--- src/rtl/qs_pkg.sv ---
`default_nettype none
// ============================================================================
// Module   : qs_pkg
// Brief    : Shared bank-state types and the bank lifecycle legality rule.
// Revision : 1.0 - initial release
// ============================================================================
package qs_pkg;

    localparam int BANK_N    = 2;
    localparam int BANK_ID_W = (BANK_N > 1) ? $clog2(BANK_N) : 1;
    localparam int N_W       = 8;
    localparam int AGENT_N   = 3;

    typedef logic [BANK_ID_W-1:0] bank_id_t;

    typedef enum logic [2:0] {
        READY     = 3'd0,
        LOADING   = 3'd1,
        SORTING   = 3'd2,
        SORTED    = 3'd3,
        UNLOADING = 3'd4
    } bank_status_t;

    typedef struct packed {
        bank_status_t     status;
        logic [N_W-1:0]   n;
    } bank_state_t;

    typedef enum logic [1:0] {
        AGENT_ENQ = 2'd0,
        AGENT_SRT = 2'd1,
        AGENT_DEQ = 2'd2
    } agent_t;

    // Only the owner of the current status may move it, one step or in place.
    function automatic logic bank_upd_legal(agent_t agent, bank_status_t cur, bank_status_t nxt);
        logic ok;
        ok = 1'b0;
        case (agent)
            AGENT_ENQ: ok = ((cur == READY)   && (nxt == LOADING)) ||
                            ((cur == LOADING) && ((nxt == LOADING) || (nxt == SORTING)));
            AGENT_SRT: ok = (cur == SORTING) && ((nxt == SORTING) || (nxt == SORTED));
            AGENT_DEQ: ok = ((cur == SORTED)    && (nxt == UNLOADING)) ||
                            ((cur == UNLOADING) && ((nxt == UNLOADING) || (nxt == READY)));
            default:   ok = 1'b0;
        endcase
        return ok;
    endfunction

endpackage
`default_nettype wire

--- src/rtl/qs_bank_sb_if.sv ---
`default_nettype none
// ============================================================================
// Module   : qs_bank_sb_if
// Brief    : One agent's read/update port onto the bank scoreboard.
// Revision : 1.0 - initial release
// ============================================================================
interface qs_bank_sb_if;
    import qs_pkg::*;

    bank_id_t    bank_idx;
    bank_state_t bank;
    logic        bank_upd_vld;
    bank_state_t bank_upd;

    modport master (
        output bank_idx,
        output bank_upd_vld,
        output bank_upd,
        input  bank
    );

    modport slave (
        input  bank_idx,
        input  bank_upd_vld,
        input  bank_upd,
        output bank
    );

endinterface
`default_nettype wire

--- src/rtl/qs_bank_sb_entry.sv ---
`default_nettype none
// ============================================================================
// Module   : qs_bank_sb_entry
// Brief    : State register of one bank with lifecycle-checked update arbitration.
// Revision : 1.0 - initial release
// ============================================================================
module qs_bank_sb_entry
    import qs_pkg::*;
(
    input  logic                       clk,
    input  logic                       rst,
    input  logic        [AGENT_N-1:0]  upd_vld_i,
    input  bank_state_t [AGENT_N-1:0]  upd_i,
    output bank_state_t                state_o,
    output bank_state_t                state_d_o,
    output logic        [AGENT_N-1:0]  rej_o
);

    bank_state_t               state_q;
    bank_state_t               state_d;
    logic        [AGENT_N-1:0] rej_d;

    // Legality implies ownership, so at most one agent can pass the check.
    always_comb begin
        state_d = state_q;
        rej_d   = '0;
        for (int a = 0; a < AGENT_N; a++) begin
            if (upd_vld_i[a]) begin
                if (bank_upd_legal(agent_t'(a[1:0]), state_q.status, upd_i[a].status)) begin
                    state_d = upd_i[a];
                end else begin
                    rej_d[a] = 1'b1;
                end
            end
        end
    end

    always_ff @(posedge clk) begin
        if (rst) begin
            state_q <= '{status: READY, n: '0};
        end else begin
            state_q <= state_d;
        end
    end

    assign state_o   = state_q;
    assign state_d_o = state_d;
    assign rej_o     = rej_d;

endmodule
`default_nettype wire

--- src/rtl/qs_bank_sb.sv ---
`default_nettype none
// ============================================================================
// Module   : qs_bank_sb
// Brief    : Authoritative bank-state scoreboard shared by enq, srt and deq agents.
// Revision : 1.0 - initial release
// ============================================================================
module qs_bank_sb
    import qs_pkg::*;
#(
    parameter int BANK_N = qs_pkg::BANK_N
) (
    input  logic                           clk,
    input  logic                           rst,
    qs_bank_sb_if.slave                    enq,
    qs_bank_sb_if.slave                    srt,
    qs_bank_sb_if.slave                    deq,
    output logic [$clog2(BANK_N+1)-1:0]    ready_cnt_r,
    output logic [$clog2(BANK_N+1)-1:0]    sorted_cnt_r,
    output logic                           err_r,
    output bank_id_t                       err_bank_r,
    output logic [1:0]                     err_agent_r
);

    localparam int CNT_W = $clog2(BANK_N + 1);

    logic        [AGENT_N-1:0]              upd_vld;
    bank_id_t    [AGENT_N-1:0]              upd_idx;
    bank_state_t [AGENT_N-1:0]              upd_data;
    logic        [AGENT_N-1:0]              idx_oor;
    logic        [BANK_N-1:0][AGENT_N-1:0]  sel;
    logic        [BANK_N-1:0][AGENT_N-1:0]  rej;
    bank_state_t [BANK_N-1:0]               state_q;
    bank_state_t [BANK_N-1:0]               state_d;
    bank_state_t [AGENT_N-1:0]              rd_data;

    logic [AGENT_N-1:0] rej_agent;
    logic               err_hit;
    logic [1:0]         err_agent_d;
    bank_id_t           err_bank_d;
    logic [CNT_W-1:0]   ready_cnt_d;
    logic [CNT_W-1:0]   sorted_cnt_d;

    logic [CNT_W-1:0]   ready_cnt_q;
    logic [CNT_W-1:0]   sorted_cnt_q;
    logic               err_q;
    bank_id_t           err_bank_q;
    logic [1:0]         err_agent_q;

    assign upd_vld  = {deq.bank_upd_vld, srt.bank_upd_vld, enq.bank_upd_vld};
    assign upd_idx  = {deq.bank_idx,     srt.bank_idx,     enq.bank_idx};
    assign upd_data = {deq.bank_upd,     srt.bank_upd,     enq.bank_upd};

    generate
        for (genvar a = 0; a < AGENT_N; a++) begin : g_agent
            assign idx_oor[a] = upd_vld[a] && (int'(upd_idx[a]) >= BANK_N);
        end

        for (genvar b = 0; b < BANK_N; b++) begin : g_bank
            for (genvar a = 0; a < AGENT_N; a++) begin : g_sel
                assign sel[b][a] = upd_vld[a] && (int'(upd_idx[a]) == b);
            end

            qs_bank_sb_entry u_entry (
                .clk       (clk),
                .rst       (rst),
                .upd_vld_i (sel[b]),
                .upd_i     (upd_data),
                .state_o   (state_q[b]),
                .state_d_o (state_d[b]),
                .rej_o     (rej[b])
            );
        end
    endgenerate

    // Out-of-range indices fall through to the all-zero default.
    always_comb begin
        rd_data = '0;
        for (int a = 0; a < AGENT_N; a++) begin
            for (int b = 0; b < BANK_N; b++) begin
                if (int'(upd_idx[a]) == b) begin
                    rd_data[a] = state_q[b];
                end
            end
        end
    end

    assign enq.bank = rd_data[0];
    assign srt.bank = rd_data[1];
    assign deq.bank = rd_data[2];

    always_comb begin
        ready_cnt_d  = '0;
        sorted_cnt_d = '0;
        for (int b = 0; b < BANK_N; b++) begin
            if (state_d[b].status == READY) begin
                ready_cnt_d = ready_cnt_d + CNT_W'(1);
            end
            if (state_d[b].status == SORTED) begin
                sorted_cnt_d = sorted_cnt_d + CNT_W'(1);
            end
        end
    end

    // Descending scan so the lowest-numbered rejecting agent is reported.
    always_comb begin
        rej_agent   = idx_oor;
        err_agent_d = '0;
        err_bank_d  = '0;
        for (int b = 0; b < BANK_N; b++) begin
            rej_agent = rej_agent | rej[b];
        end
        err_hit = |rej_agent;
        for (int a = AGENT_N - 1; a >= 0; a--) begin
            if (rej_agent[a]) begin
                err_agent_d = a[1:0];
                err_bank_d  = upd_idx[a];
            end
        end
    end

    always_ff @(posedge clk) begin
        if (rst) begin
            ready_cnt_q  <= CNT_W'(BANK_N);
            sorted_cnt_q <= '0;
            err_q        <= 1'b0;
            err_bank_q   <= '0;
            err_agent_q  <= '0;
        end else begin
            ready_cnt_q  <= ready_cnt_d;
            sorted_cnt_q <= sorted_cnt_d;
            if (err_hit) begin
                err_q <= 1'b1;
            end
            if (err_hit && !err_q) begin
                err_bank_q  <= err_bank_d;
                err_agent_q <= err_agent_d;
            end
        end
    end

    assign ready_cnt_r  = ready_cnt_q;
    assign sorted_cnt_r = sorted_cnt_q;
    assign err_r        = err_q;
    assign err_bank_r   = err_bank_q;
    assign err_agent_r  = err_agent_q;

endmodule
`default_nettype wire

--- src/flat_wrapper.sv ---
// flat-port wrapper written by rule: the top's interface ports become plain ports
module qs_bank_sb_flat import qs_pkg::*;
#(
    parameter int BANK_N = qs_pkg::BANK_N
)
  (clk, rst, ready_cnt_r, sorted_cnt_r, err_r, err_bank_r, err_agent_r, enq_bank_idx, enq_bank_upd_vld, enq_bank_upd, enq_bank, srt_bank_idx, srt_bank_upd_vld, srt_bank_upd, srt_bank, deq_bank_idx, deq_bank_upd_vld, deq_bank_upd, deq_bank);
  qs_bank_sb_if enq_i ();
  qs_bank_sb_if srt_i ();
  qs_bank_sb_if deq_i ();
  input  logic clk;
  input  logic rst;
  output logic [$clog2(BANK_N+1)-1:0] ready_cnt_r;
  output logic [$clog2(BANK_N+1)-1:0] sorted_cnt_r;
  output logic err_r;
  output bank_id_t err_bank_r;
  output logic [1:0] err_agent_r;
  input wire logic [$bits(enq_i.bank_idx)-1:0] enq_bank_idx;
  input wire logic [$bits(enq_i.bank_upd_vld)-1:0] enq_bank_upd_vld;
  input wire logic [$bits(enq_i.bank_upd)-1:0] enq_bank_upd;
  output wire logic [$bits(enq_i.bank)-1:0] enq_bank;
  input wire logic [$bits(srt_i.bank_idx)-1:0] srt_bank_idx;
  input wire logic [$bits(srt_i.bank_upd_vld)-1:0] srt_bank_upd_vld;
  input wire logic [$bits(srt_i.bank_upd)-1:0] srt_bank_upd;
  output wire logic [$bits(srt_i.bank)-1:0] srt_bank;
  input wire logic [$bits(deq_i.bank_idx)-1:0] deq_bank_idx;
  input wire logic [$bits(deq_i.bank_upd_vld)-1:0] deq_bank_upd_vld;
  input wire logic [$bits(deq_i.bank_upd)-1:0] deq_bank_upd;
  output wire logic [$bits(deq_i.bank)-1:0] deq_bank;
  assign enq_i.bank_idx = enq_bank_idx;
  assign enq_i.bank_upd_vld = enq_bank_upd_vld;
  assign enq_i.bank_upd = enq_bank_upd;
  assign enq_bank = enq_i.bank;
  assign srt_i.bank_idx = srt_bank_idx;
  assign srt_i.bank_upd_vld = srt_bank_upd_vld;
  assign srt_i.bank_upd = srt_bank_upd;
  assign srt_bank = srt_i.bank;
  assign deq_i.bank_idx = deq_bank_idx;
  assign deq_i.bank_upd_vld = deq_bank_upd_vld;
  assign deq_i.bank_upd = deq_bank_upd;
  assign deq_bank = deq_i.bank;
  qs_bank_sb #(.BANK_N(BANK_N)) u_core (.clk(clk), .rst(rst), .enq(enq_i), .srt(srt_i), .deq(deq_i), .ready_cnt_r(ready_cnt_r), .sorted_cnt_r(sorted_cnt_r), .err_r(err_r), .err_bank_r(err_bank_r), .err_agent_r(err_agent_r));
endmodule
--- config.mk ---
export PLATFORM = sky130hd
export DESIGN_NAME = qs_bank_sb_flat
export DESIGN_NICKNAME = d
export VERILOG_FILES = /design/src/rtl/qs_pkg.sv /design/src/rtl/qs_bank_sb_if.sv /design/src/rtl/qs_bank_sb_entry.sv /design/src/rtl/qs_bank_sb.sv /design/src/flat_wrapper.sv
export SDC_FILE = /design/constraint.sdc
export NUM_CORES = 1
export LEC_CHECK = 0
export BUFFER_PORTS_ARGS = -buffer_cell sky130_fd_sc_hd__buf_2
export CORE_MARGIN = 1
export CORE_UTILIZATION = 44
export DETAILED_ROUTE_END_ITERATION = 8
export PLACE_DENSITY = 0.81
export RECOVER_POWER = 25
export SLEW_MARGIN = 20
export SYNTH_ARGS = -nofsm -noshare
export SYNTH_HDL_FRONTEND = slang
export SYNTH_SLANG_ARGS = --single-unit
export TNS_END_PERCENT = 50
--- constraint.sdc ---
create_clock -name clk -period 2.4 [get_ports clk]
set_input_delay 0.12 -clock clk [delete_from_list [all_inputs] [get_ports clk]]
set_output_delay 0.12 -clock clk [all_outputs]
set_load 0.01 [all_outputs]
Yosys cells after proc, flatten, opt, wreduce, memory -nomap -nowiden. Index checks and enable logic that the tools add are counted.

Flip-flop bits (word level): 30. Output and inout port bits: 41. Word-level logic and storage cells: 104.

Add/subtract/negate cells: 2. Eq/ne operators: 15. Multiplexer cells: 43. Bitwise operators: 4. Reductions and logical operators: 31.

Operator list (number): $mux W11 (15); $eq A3 B2 Y1 const B (9); $mux W1 (23); $logic_and A1 B1 Y1 (17); $logic_not A3 Y1 (5); $mux W2 (5); $eq A3 B1 Y1 const B (3); $eq A3 B3 Y1 const B (3); $logic_or A1 B1 Y1 (7); $add A1 B1 Y2 const B (2); $not A1 Y1 (3); $or A3 B3 Y3 (1); $reduce_or A3 Y1 (1); $logic_not A1 Y1 (1).

Longest topological paths before layout. Gate-level depths: netlist of the first run.

Word-level depth: 15. Gate-level depth with buffers: 10.

Modules after synthesis. A second synthesis of the first run with hierarchy kept.

Cell total of the unflattened synthesis: 242. Area, all modules: 2278.4 um^2.

By module, submodules not included: qs_bank_sb_entry (instances 2, cells each 82, area an instance 753.2 um^2, sequential area each 220.2 um^2); qs_bank_sb (instances 1, cells each 78, area an instance 772.0 um^2, sequential area each 160.2 um^2).

Worst setup path before layout of the first run. No wires, ideal clock.

Kind: register -> register. From: register, netlist name u_core.g_bank[1].u_entry.state_o[8]. To: register u_core.ready_cnt_q[1], in the netlist u_core.ready_cnt_r[1]. Arrival time: 2.212 ns. Required time: 2.277 ns. Setup slack: 0.065 ns. Cell stages (with the launch flop): 10. Path buffers: 2. Clock period less this slack: 2.335 ns. Path through: dfxtp_1 clkbuf_1 or3b_1 a21o_1 or2_1 clkbuf_1 mux2i_1 and3_1 ha_1 or2_2.

Word-level cells in the longest chain between the ends: 12. Elaborated cells on any way between the ends: 23.

RTL lines: $eq A3 B1 Y1 or $logic_not A3 Y1 (tied branches) (line qs_pkg.sv:41, qs_pkg.sv:40); $logic_and A1 B1 Y1 (on tied branches) (line qs_pkg.sv:41, qs_pkg.sv:40); $logic_or A1 B1 Y1 (line qs_pkg.sv:40) `AGENT_ENQ: ok = ((cur == READY) && (nxt == LOADING)) ||`; $mux W1 (line qs_bank_sb_entry.sv:28) `if (upd_vld_i[a]) begin`; $mux W11 (line qs_bank_sb_entry.sv:29) `if (bank_upd_legal(agent_t'(a[1:0]), state_q.status, upd_i[a].status)) begin`; $mux W11 (line qs_bank_sb_entry.sv:28); $mux W11 (line qs_bank_sb_entry.sv:29); $mux W11 (line qs_bank_sb_entry.sv:28); $mux W11 (line qs_bank_sb_entry.sv:29); $mux W11 (*) (line qs_bank_sb_entry.sv:28); $logic_not A3 Y1 (*) (line qs_bank_sb.sv:95) `if (state_d[b].status == READY) begin`; $mux W2 (*) (line qs_bank_sb.sv:95); net u_core.ready_cnt_d[1] (line qs_bank_sb.sv:40) `logic [CNT_W-1:0] ready_cnt_d;`; end signal, assigned (line qs_bank_sb.sv:123) `ready_cnt_q <= CNT_W'(BANK_N);`; end signal, assigned (line qs_bank_sb.sv:129) `ready_cnt_q <= ready_cnt_d;`; end, declared (line qs_bank_sb.sv:43) `logic [CNT_W-1:0] ready_cnt_q;`.

The timed path passes the listed nets; every way through them passes the cells marked *. The select of a mux whose other input is x is not followed. A chain may end at the register's enable or synchronous reset.

Worst setup path after layout of the first run.
From: register, netlist name u_core.g_bank[0].u_entry.state_o[10]. To: register u_core.ready_cnt_q[0], in the netlist u_core.ready_cnt_r[0].

Word-level cells in the longest chain between the ends: 14. Elaborated cells on any way between the ends: 25.

RTL lines: $eq A3 B1 Y1 or $logic_not A3 Y1 (tied branches) (line qs_pkg.sv:41, qs_pkg.sv:40); $logic_and A1 B1 Y1 (on tied branches) (line qs_pkg.sv:41, qs_pkg.sv:40); $logic_or A1 B1 Y1 (line qs_pkg.sv:40); $mux W1 (line qs_bank_sb_entry.sv:28); $mux W11 (line qs_bank_sb_entry.sv:29); $mux W11 (line qs_bank_sb_entry.sv:28); $mux W11 (line qs_bank_sb_entry.sv:29); $mux W11 (line qs_bank_sb_entry.sv:28); $mux W11 (line qs_bank_sb_entry.sv:29); $mux W11 (*) (line qs_bank_sb_entry.sv:28); $logic_not A3 Y1 (*) (line qs_bank_sb.sv:95); $mux W1 (*) (line qs_bank_sb.sv:95); $add A1 B1 Y2 (line qs_bank_sb.sv:96) `ready_cnt_d = ready_cnt_d + CNT_W'(1);`; $mux W2 (*) (line qs_bank_sb.sv:95); net u_core.ready_cnt_d[0] (line qs_bank_sb.sv:40).

Marked as above.

==> impl_metrics.tcl, run 1 <==
set metrics [dict create \
    status "finished, violations left" \
    violations "design-rule violations" \
    rsz0062_at_grt "no" \
    hp-class "in -> reg" \
    crit_path_frequent_cell "nor2_1" \
    remaining_drc_errors 5 \
    use_met3_pct 5.13 \
    postRouteAntennaNets 0 \
    ioPinCount 82 \
    setup_tns_ns 0 \
    slowest_stage "or4b_1" \
    synthCells 247 \
    synthFlopType "dfxtp_1" \
    critPathArrivalTime_ns 2.36 \
    dp_hpwl_um 4410 \
    crit_path_start_kind "flop" \
    instances_no_fill 383 \
    numPortBuffers 81 \
    power.net_switching_uw 318 \
    ys_warn_count 0 \
    max-cap-violations 0 \
    grt_pass1_vias 2160 \
    core-area_um2 4470 \
    critPathBufInv 1 \
    pre_cts_slack_ns 0.179 \
    synth_edf_count 0 \
    firstDrtPassIters 7 \
    placedCellCount 375 \
    yosys-top-cells-area "dfxtp_1 29%, mux2_2 16%, mux2i_1 8.6%, a21oi_1 6.0%, o22ai_1 5.1%" \
    areaGrowthSynthToFinish_pct 26.8 \
    synth_top_area_cell "dfxtp_1" \
    crit_chain "inv_1, o31a_1, or4b_1, nor2_1, a21oi_1, nor2_1, ha_1, nor2b_1" \
    ys_seq_area_share_pct 28.6 \
    cp-end-kind "flop" \
    syn_avg_cell_area_um2 8.50 \
    path_class "reg -> reg" \
    clkPwrFrac_pct 38.1 \
    die_x_um 71.1 \
    min_period_ns 2.20 \
    path_clk_slew_ns 0.07 \
    crit_fanout 6 \
    postCtsResizedCells 0 \
    grt_pass1_wl_um 9760 \
    start_util_pct 46.9 \
    synth_top_cell_area_share_pct 28.6 \
    clkSinkCount 30 \
    post_cts_buffers 0 \
    drt_iter0_drc 207 \
    final_nets 372 \
    wl_um 6030 \
    syn-cell-area_um2 2100 \
    p_per_area_nw_per_um2 429 \
    layout_common_cells "64 x buf_2, 30 x mux2_2, 29 x dfxtp_1, 25 x a21oi_1, 24 x nor2_1" \
    tightest_slew_ns 1.09 \
    final_max_slew_viol_count 0 \
    setup_ws_ns 0.197 \
    htreeDepth 2 \
    cts-root-buf "clkbuf_8" \
    comb_power_share_pct 16.3 \
    swShare_pct 27.8 \
    cts_tree "yes" \
    final_util_pct 59.5 \
    die_height_um 71.1 \
    insertion_delay_ns 0.28 \
    finalClockSkew_ns 0.0105 \
    grt-busiest-layer "met2" \
    cts_buffer_depth 2 \
    gr-total-overflow 0 \
    fmax_ghz 0.454 \
    syn_nets 289 \
    wire_per_inst_um 15.7 \
    synth_seq_cells 30 \
    use_met2_pct 40.3 \
    hold_violations 0 \
    viasPerCell 5.87 \
    cts_made_buffers 5 \
    grt_max_degree 23 \
    antenna_found_initial 0 \
    ir_drop_uv 267 \
    drive_gt1_share_pct 37.2 \
    n_antenna_cell 0 \
    timing.hold.ws_ns 0.119 \
    use_met1_pct 32.2 \
    postCtsHoldBufs 0 \
    p_int_uw 823 \
    seq_power_share_pct 45.5 \
    setup_viol 0 \
    relSlewSlack_pct 27.2 \
    die_area_um2 5050 \
    p_leak_uw 0.00114 \
    required_ns 2.56 \
    critPathMaxStageDelay_ns 0.56 \
    ys_types 45 \
    track_usage_pct 24.7 \
    gp_congestion 0.878 \
    path_delay_family "simple AND/OR/NAND/NOR gates" \
    final_common_cell "buf_2" \
    fillCellCount 418 \
    rows 24 \
    num_vias 2247 \
    fin_crit_sh_pct 91.8 \
    synthArstFlopShare_pct 0 \
]
==> state kept, by name (all words and copies together), names as in the netlist <==
name / flops
u_core.err_agent_r: 2
u_core.err_bank_r: 1
u_core.err_r: 1
u_core.g_bank.u_entry.state_o: 22
u_core.ready_cnt_r: 2
u_core.sorted_cnt_r: 2
==> synth_stat cells (2+ instances only) <==
master    instances
dfxtp_1          30
mux2_2           30
a21oi_1          25
nor2_1           24
mux2i_1          18
o22ai_1          17
nand2b_1         16
clkbuf_1         13
nand2_1          10
o21ai_0           9
inv_1             6
or3_1             4
nor2b_1           3
a21o_1            2
a221oi_1          2
and3_1            2
buf_2             2
nand3b_1          2
nand4_1           2
nand4b_1          2
nor3_1            2
o311ai_0          2
or2_2             2
==> worst paths after layout <==
| path | startpoint | end | slack, ns | depth (start not counted) |
|---|---|---|---|---|
| setup reg to reg | u_core.g_bank[0].u_entry.state_o[10]$_SDFF_PP0_ | u_core.ready_cnt_r[0]$_SDFF_PP0_ | 0.20 | 8 |
| hold reg to reg | u_core.err_agent_r[0]$_SDFFE_PP0P_ | u_core.err_agent_r[0]$_SDFFE_PP0P_ | 0.48 | 2 |
| setup / recovery | u_core.g_bank[0].u_entry.state_o[10]$_SDFF_PP0_ | u_core.ready_cnt_r[0]$_SDFF_PP0_ | 0.20 | 8 |
| hold / removal | srt_bank_upd[7] | u_core.g_bank[1].u_entry.state_o[7]$_SDFF_PP0_ | 0.12 | 3 |
==> power by group through the flow <==
stage	sequential, uW	combinational [uW]	clock [uW]
global placement	530	184	0
CTS	519	187	438
global route	521	203	456
finish	519	186	435
detailed placement	530	187	0
floorplan	531	104	0
==> final cells by class <==
class	count	area, um^2	area share, %
multi-input cells	194	1400	52.7
flip-flops and latches	30	602	22.6
repair buffers	93	474	17.8
clock buffers	6	82.6	3.10
well taps	52	65.1	2.44
inverters	6	22.5	0.846
clock inverters	2	12.5	0.470
==> worst min-delay path: cells and delay by family <==
family / cells / cell delay (ns)
AOI/OAI and AO/OA: 2 / 0.14
buffers and inverters: 1 / 0.09
==> cell families after synthesis <==
family                   after synthesis  share of synthesized area, %
AND/OR/NAND/NOR                       78                          20.8
flip-flops                            30                          28.6
XOR/XNOR                               1                         0.417
buffers and inverters                 23                          4.59
AO/OA/AOI/OAI                         66                          20.3
adder cells (fa/ha/maj)                1                         0.596
multiplexers                          48                          24.7
==> metrics by stage <==
step,power [uW],area (um^2)
finish,1140,2660
global route,1180,2660
CTS,1140,2680
detailed placement,716,2590
global placement,714,2590
floorplan,635,2100
==> per-layer routing <==
layer	wire [um]	vias to the layer above	share of wire, %
met5	0	-	0
met4	99	0	1.6
met3	527	16	8.7
met2	2770	129	46
met1	2630	1023	44
li1	-	1079	-
Power figures use the tool's default switching activity.
==> run 2, diff against run 1 <==
Settings changed: CORE_MARGIN 1 to default, MAX_ROUTING_LAYER from default to met4.
==> run 2 against run 1 <==
  * The run still ends with design-rule violations left
  * Worst hold slack gained 0.013 ns
  * Setup slack lost 0.048 ns
  * First-iteration DRC count shrank 41%
  * Power grew 7.6%
  * Largest power group is now clock
  * Via count shrank 1.2%
  * Clock-buffer cell count is the same
  * Largest cell class unchanged
  * Highest routed layer unchanged
==> impl_metrics.tcl, run 2 (same netlist as run 1, synthesis figures left out) <==
set metrics [dict create \
    finalPower_uw 1230 \
    grt_max_degree 23 \
    wl_um 6020 \
    die_height_um 71.1 \
    areaGrowthSynthToFinish_pct 27.2 \
    dp_hpwl_um 4440 \
    placedCellCount 374 \
    rsz0062_at_grt "no" \
    cts_made_buffers 5 \
    critPathMaxStageDelay_ns 0.47 \
    wire_per_inst_um 15.8 \
    p_leak_uw 0.00114 \
    gp_congestion 0.913 \
    htreeDepth 2 \
    numPortBuffers 81 \
    setup_tns_ns 0 \
    final_nets 371 \
    firstDrtPassIters 6 \
    tightest_slew_ns 1.05 \
    rows 24 \
    p_per_area_nw_per_um2 460 \
    final_max_slew_viol_count 0 \
    required_ns 2.57 \
    cts_tree "yes" \
    finalClockSkew_ns 0.00687 \
    drive_gt1_share_pct 36.8 \
    relSlewSlack_pct 30.3 \
    ioPinCount 82 \
    cts_buffer_depth 2 \
    track_usage_pct 24.7 \
    remaining_drc_errors 5 \
    instances_no_fill 381 \
    status "finished, violations left" \
    ir_drop_uv 276 \
    layout_common_cells "64 x buf_2, 30 x mux2_2, 29 x dfxtp_1, 25 x a21oi_1, 24 x nor2_1" \
    setup_viol 0 \
    min_period_ns 2.25 \
    num_vias 2220 \
    cp-end-kind "flop" \
    crit_path_start_kind "flop" \
    max-cap-violations 0 \
    hold_violations 0 \
    hp-class "in -> reg" \
    path_clk_slew_ns 0.07 \
    clkSinkCount 30 \
    core-area_um2 4470 \
    path_class "reg -> reg" \
    die_area_um2 5050 \
    fin_crit_sh_pct 93.8 \
    antenna_found_initial 0 \
    insertion_delay_ns 0.28 \
    crit_fanout 10 \
    drt_iter0_drc 122 \
    gr-total-overflow 0 \
    cts-root-buf "clkbuf_8" \
    final_util_pct 59.7 \
    grt_pass1_wl_um 9470 \
    fmax_ghz 0.444 \
    n_antenna_cell 0 \
    slowest_stage "dfxtp_1" \
    start_util_pct 46.9 \
    postCtsHoldBufs 0 \
    grt_pass1_vias 2048 \
    die_x_um 71.1 \
    violations "design-rule violations" \
    postRouteAntennaNets 0 \
    timing.hold.ws_ns 0.133 \
    critPathArrivalTime_ns 2.42 \
    crit_chain "or3b_1, a21o_1, or2_1, mux2i_1, and3_1, ha_1, or2_2" \
    largest_reg_flops 22 \
    final_common_cell "buf_2" \
    viasPerCell 5.83 \
]
## run 2: cell count changes in the layout (fill, tap and decap cells not counted), sizes merged
cell      previous run  this run
clkinv               1         0
bufinv               0         1
clkinvlp             1         0
buf                 76        75
## run 2: worst max-delay path: cells and delay by family, from the launching register on
kind            cells  cell delay, ns
compound gates      1            0.22
mux                 1            0.15
simple gates        4            1.14
fa+ha+maj           1            0.17
flops               1            0.47
## run 2: layout make-up
type,count,area [um^2]
clock buffers,6,82.6
clock inverters,1,30.0
fillers,402,1800
inverters,6,22.5
multi-input cells,194,1400
flip-flops and latches,30,602
well taps,52,65.1
repair buffers,92,467
## run 2: per-layer routing
metal | global-route usage (%) | up-vias | part of all wire [%]
met1 | 29.9 | 1006 | 42
li1 | - | 1071 | -
met4 | 9.78 | 0 | 1.3
met3 | 4.56 | 11 | 8.8
met5 | - | - | 0
met2 | 40.7 | 132 | 48
## run 2: power breakdown
part           internal (uW)  leakage [uW]  switching [uW]
combinational           82.1      0.000842             104
sequential               510      0.000244            9.13
clock                    332     0.0000573             191
total                    924       0.00114             304
## run 2: what timing repair did
item / CTS / global route
resized for setup: 0 / 1
hold endpoints to repair: 0 / 0
setup endpoints to repair: 0 / 1
setup buffers: 0 / 0
## run 2: metrics by stage
stage,instance area [um^2],setup slack (ns)
finish,2670,0.149
global route,2670,0.0312
CTS,2690,0.149
detailed placement,2580,0.179
global placement,2580,0.227
floorplan,2100,0.0652
## run 2: path summary, 6_finish.rpt
path                                              startpoint                                               to  slack (ns)  cells after the start
min                                         deq_bank_upd[10]  u_core.g_bank[0].u_entry.state_o[10]$_SDFF_PP0_        0.13                      3
min reg2reg                   u_core.err_bank_r$_SDFFE_PP0P_                   u_core.err_bank_r$_SDFFE_PP0P_        0.47                      2
max reg2reg  u_core.g_bank[1].u_entry.state_o[10]$_SDFF_PP0_                 u_core.ready_cnt_r[1]$_SDFF_PP1_        0.15                      7
max          u_core.g_bank[1].u_entry.state_o[10]$_SDFF_PP0_                 u_core.ready_cnt_r[1]$_SDFF_PP1_        0.15                      7
